<file path="src/rtl/univ_shift_reg.sv">
// univ_shift_reg: WIDTH-bit universal shift register (hold, serial shift,
// rotate, arithmetic shift, parallel load, clear) with a burst engine that
// performs a programmed number of consecutive shifts from one start request.
//
// Optional feature macro: UNIV_SHIFT_REG_PARITY_EN
//   defined     -> parity = ^q
//   not defined -> parity tied low (port kept)

module univ_shift_reg #(
    parameter int unsigned WIDTH = 8,
    parameter int unsigned LW    = $clog2(WIDTH) + 1
) (
    input  logic             clk_2,
    input  logic             reset,
    input  logic             en,
    input  logic [2:0]       mode,
    input  logic             serial_in_r,
    input  logic             serial_in_l,
    input  logic [WIDTH-1:0] par_in,
    input  logic             start,
    input  logic [LW-1:0]    burst_len,
    output logic [WIDTH-1:0] q,
    output logic             serial_out_r,
    output logic             serial_out_l,
    output logic             busy,
    output logic             done,
    output logic             parity
);

    localparam logic [2:0] ModeHold  = 3'b000;
    localparam logic [2:0] ModeShr   = 3'b001;
    localparam logic [2:0] ModeShl   = 3'b010;
    localparam logic [2:0] ModeLoad  = 3'b011;
    localparam logic [2:0] ModeRor   = 3'b100;
    localparam logic [2:0] ModeRol   = 3'b101;
    localparam logic [2:0] ModeAsr   = 3'b110;
    localparam logic [2:0] ModeClear = 3'b111;

    typedef enum logic [1:0] {
        StIdle  = 2'd0,
        StBurst = 2'd1,
        StDone  = 2'd2
    } state_e;

    state_e           state_q, state_d;
    logic [WIDTH-1:0] q_q, q_d;
    logic [LW-1:0]    cnt_q, cnt_d;
    logic [2:0]       bmode_q, bmode_d;

    logic             burst_mode;
    logic             start_burst;
    logic             start_empty;
    logic             last_shift;
    logic [LW-1:0]    len_clamped;

    // Next register value for a given operation.
    function automatic logic [WIDTH-1:0] shift_op(
        input logic [2:0]       op,
        input logic [WIDTH-1:0] cur,
        input logic             sir,
        input logic             sil,
        input logic [WIDTH-1:0] pin
    );
        logic [WIDTH-1:0] res;
        res = cur;
        unique case (op)
            ModeHold:  res = cur;
            ModeShr:   res = {sir, cur[WIDTH-1:1]};
            ModeShl:   res = {cur[WIDTH-2:0], sil};
            ModeLoad:  res = pin;
            ModeRor:   res = {cur[0], cur[WIDTH-1:1]};
            ModeRol:   res = {cur[WIDTH-2:0], cur[WIDTH-1]};
            ModeAsr:   res = {cur[WIDTH-1], cur[WIDTH-1:1]};
            ModeClear: res = '0;
            default:   res = cur;
        endcase
        return res;
    endfunction

    // Decode start request: only shift/rotate modes can launch a burst.
    always_comb begin
        unique case (mode)
            ModeShr, ModeShl, ModeRor, ModeRol, ModeAsr: burst_mode = 1'b1;
            default:                                     burst_mode = 1'b0;
        endcase
        // Non-burst modes take precedence: start with hold/load/clear is a plain op
        start_burst = start && burst_mode && (burst_len != '0);
        start_empty = start && burst_mode && (burst_len == '0);
        last_shift  = (cnt_q == LW'(1));
        len_clamped = (burst_len > LW'(WIDTH)) ? LW'(WIDTH) : burst_len;
    end

    // State register; en low freezes the FSM.
    always_ff @(posedge clk_2 or posedge reset) begin
        if (reset) begin
            state_q <= StIdle;
        end else if (en) begin
            state_q <= state_d;
        end
    end

    // Next-state logic.
    always_comb begin
        state_d = state_q;
        unique case (state_q)
            StIdle: begin
                if (start_burst) begin
                    state_d = StBurst;
                end else if (start_empty) begin
                    state_d = StDone;
                end
            end
            StBurst: begin
                if (last_shift) begin
                    state_d = StDone;
                end
            end
            StDone:  state_d = StIdle;
            default: state_d = StIdle;
        endcase
    end

    // FSM outputs.
    always_comb begin
        busy = (state_q == StBurst);
        done = (state_q == StDone);
    end

    // Datapath next values: register, burst counter, latched burst mode.
    always_comb begin
        q_d     = q_q;
        cnt_d   = cnt_q;
        bmode_d = bmode_q;
        unique case (state_q)
            StIdle: begin
                if (start_burst) begin
                    // Accepting edge leaves q untouched
                    bmode_d = mode;
                    cnt_d   = len_clamped;
                end else if (!start_empty) begin
                    q_d = shift_op(mode, q_q, serial_in_r, serial_in_l, par_in);
                end
            end
            StBurst: begin
                q_d   = shift_op(bmode_q, q_q, serial_in_r, serial_in_l, par_in);
                cnt_d = cnt_q - LW'(1);
            end
            StDone: begin
                q_d = shift_op(mode, q_q, serial_in_r, serial_in_l, par_in);
            end
            default: begin
                q_d = q_q;
            end
        endcase
    end

    // Datapath registers; en low holds everything.
    always_ff @(posedge clk_2 or posedge reset) begin
        if (reset) begin
            q_q     <= '0;
            cnt_q   <= '0;
            bmode_q <= ModeHold;
        end else if (en) begin
            q_q     <= q_d;
            cnt_q   <= cnt_d;
            bmode_q <= bmode_d;
        end
    end

    // Combinational views of the register.
    always_comb begin
        q            = q_q;
        serial_out_r = q_q[0];
        serial_out_l = q_q[WIDTH-1];
`ifdef UNIV_SHIFT_REG_PARITY_EN
        parity       = ^q_q;
`else
        parity       = 1'b0;
`endif
    end

endmodule

</file>
<file path="config.mk">
export PLATFORM = sky130hd
export DESIGN_NAME = univ_shift_reg
export DESIGN_NICKNAME = d
export VERILOG_FILES = /design/src/rtl/univ_shift_reg.sv
export SDC_FILE = /design/constraint.sdc
export NUM_CORES = 1
export LEC_CHECK = 0
export CAP_MARGIN = 5
export CORE_MARGIN = 8
export CORE_UTILIZATION = 46
export DETAILED_ROUTE_END_ITERATION = 8
export PLACE_DENSITY = 0.76
export SETUP_SLACK_MARGIN = 0.4
export SKIP_LAST_GASP = 1
export SYNTH_ARGS = -nofsm -noshare
export SYNTH_HDL_FRONTEND = slang
export SYNTH_SLANG_ARGS = --single-unit
</file>
<file path="constraint.sdc">
create_clock -name clk_2 -period 1.8 [get_ports clk_2]
set_input_delay 0.36 -clock clk_2 [delete_from_list [all_inputs] [get_ports clk_2]]
set_output_delay 0.36 -clock clk_2 [all_outputs]
set_load 0.02 [all_outputs]
</file>
==> reports/metrics.cfg <==
[synthesis]
ys.warnings.count=0
synth-seq-area-share_pct=27.01
synth_area_leader_cell=dfrtp_1
synth-async-reset-ratio_pct=100.0
synthFlopType=dfrtp_1
netlist_instances=206
synth_area_um2=1575
synth_nets=229
ys_seq_elements=17
synth-edff-count=0
ys_types=54
yosys-top-cells-area=dfrtp_1 27%, a21oi_1 5.7%, nand2_1 3.6%
synth_top_area_share_pct=27.01
synth_area_per_cell_um2=7.647

[cells_and_area]
layout-drive-gt1-share_pct=42.55
ff_latch_area_um2=434.2
area_delta_synth_final_pct=58.46
nets=299
diodes=0
fillerInstances=265
multi_input_area_um2=1206
fin_util_pct=75.40

[global_routing]
grt_pass1_wl_um=8355
globalRouteOverflowTotal=0
grtUsageTotal_pct=19.15
grt_max_degree=18
grt_pass1_vias=1734
antenna_found_initial=0

[route]
wl_met2_um=2950
drt_iter0_markers=279
routedWlPerCell_um=17.86
top_layer_used=met4
via_per_inst=6.143
wl_met3_um=479
met1_length_um=2221
vias=1972
drc_errors=0
dr.pass1.iters=5
drt_wl_total_um=5734
ant_nets=0

[power_and_ir_drop]
power_leakage_nw=1.079
irDropWorstVdd_uv=994.4
power_density_nw_per_um2=1650

[timing]
report.final.slew_viol_count=0
setup-violations-final=0
fin_crit_sh_pct=89.43
rsz0062_at_grt=yes
final.setup.worst_slack_ns=0.1902
min_period_ns=1.610
hold_violations=0
clock_skew_ns=0.007110
timing.fmax_ghz=0.6212

[cts]
cts.sinks=17
clk_pin_slew_ns=0.11
clock-root-buffer=clkbuf_4
insertion_delay_ns=0.30
cts_buffers=3
h-tree-depth=1
cts_tree=done
ctsLongestPathBuffers=2

[floorplanning]
row_count=21
start_util_pct=47.58
ioPinCount=34
die-area_um2=5553
core_um2=3311
die_w_um=74.52
die_y_um=74.52

[worst_setup_path]
cp.required_ns=1.98
worstPathArrival_ns=1.79
critPathMaxFanout=7
worstSetupPathType=register to register
crit_path_end_kind=register
critPathLaunchType=register
rr_worst_depth=5
ff2ff_setup_slack_ns=0.19

[place]
dp_hpwl_um=3733
routabilityCongestion=0.9460
place_ws_ns=-0.3753
portBuffers=32

[hold_path]
hold_class=input port to async pin

[outcome]
status=completed

[run]
drv_cap=0

critical path, cell delays in order (launching register included):
cell and delay (ns):
dfrtp_1 0.39, buf_4 0.15, nand2b_4 0.14, or4_4 0.55, a31oi_1 0.19, o21ai_1 0.08
final timing paths:
| path | startpoint | to |
|---|---|---|
| setup / recovery | state_q[1] | cnt_q[2] |
| hold / removal | reset | q[6] |
| setup reg to reg | state_q[1] | cnt_q[2] |
| hold reg to reg | cnt_q[1] | cnt_q[1] |
| max in group asynchronous | reset | q[2] |
| min in group clk_2 | burst_len[1] | cnt_q[1] |
where the power goes:
group          total, mW  internal [mW]  switching, mW  leakage (nW)
sequential         0.819          0.589          0.231         0.197
clock              0.218         0.0862          0.131        0.0150
combinational       3.08           1.49           1.59         0.867
total               4.12           2.16           1.96          1.08
routing by layer:
metal	vias up	GRT usage, %
met5	-	0
met4	0	6.522
met3	13	3.369
met2	117	30.98
met1	942	24.80
li1	900	-
placed cells by master, fill, tap and decap left out, types with 3 or more instances in the layout:
cell type,count
a22oi_1,4
a21oi_2,3
mux2i_1,4
a22o_1,5
clkbuf_4,3
nor2b_1,4
o21ai_1,6
nand3_1,8
a31oi_1,7
nand2b_1,3
nand2b_4,3
nor2_4,3
dfrtp_1,10
nand2_1,13
clkbuf_2,6
o221ai_1,3
dlygate4sd2_1,5
a221oi_1,3
o21ai_0,3
nor2_2,3
dfrtp_2,7
clkdlybuf4s50_1,11
nor2_1,7
a21oi_1,15
buf_4,48
buf_2,4
nor3_1,3
inv_1,13
buf_6,4
cell families (layout without fill, tap and decap cells):
family / after synthesis / in the layout / synth area share, %
other: 1 / 1 / 0.2381
adders and majority gates: 2 / 2 / 1.588
buffers and inverters: 35 / 104 / 9.769
DFF: 17 / 17 / 27.01
muxes: 7 / 7 / 4.686
and+or+nand+nor: 65 / 65 / 21.05
AOI/OAI and AO/OA: 79 / 79 / 35.66
final cells by class:
class	instances	area share, %
clock buffer	4	1.053
inverter	14	2.105
multi-input combinational	154	48.32
sequential	17	17.39
tap	46	2.306
timing repair buffer	86	28.82
state kept, by name (all words and copies together), names as in the netlist:
name     cells
state_q      2
bmode_q      3
cnt_q        4
q            8
repair_timing:
item | 4_1_cts | 5_1_grt
hold buffers | 0 | 0
pin swaps | 9 | 7
setup buffers | 2 | 13
gates cloned | 0 | 0
gates resized for setup | 63 | 46
endpoints found under the setup margin | 29 | 26
cells in the mapped netlist, types with 2 or more instances:
cell type / n
a211oi_1: 2
a21oi_1: 18
a221oi_1: 5
a22o_1: 5
a22oi_1: 5
a31oi_1: 7
and2_1: 2
and2b_1: 2
and3_1: 2
buf_2: 9
buf_4: 3
clkbuf_1: 8
dfrtp_1: 17
ha_1: 2
inv_1: 14
mux2_2: 2
mux2i_1: 4
nand2_1: 15
nand2b_1: 6
nand3_1: 8
nor2_1: 13
nor2b_1: 6
nor3_1: 4
nor3b_1: 2
o211ai_1: 2
o21ai_0: 8
o21ai_1: 3
o221ai_1: 3
o22ai_1: 2
o2bb2ai_1: 2
o311ai_0: 2
stage by stage:
step                total power, mW  setup TNS, ns  hold WS [ns]  cells  instance area (um^2)
finish                        4.118              0        0.3746    321                  2496
floorplan                     2.499              0        0.2861    206                  1645
CTS                           3.648              0        0.3819    308                  2318
global route                  4.383              0        0.4158    321                  2496
global placement              3.265         -3.874        0.5448    302                  2186
detailed placement            3.304         -4.579        0.5629    302                  2186
(Power assumes the default switching activity.)
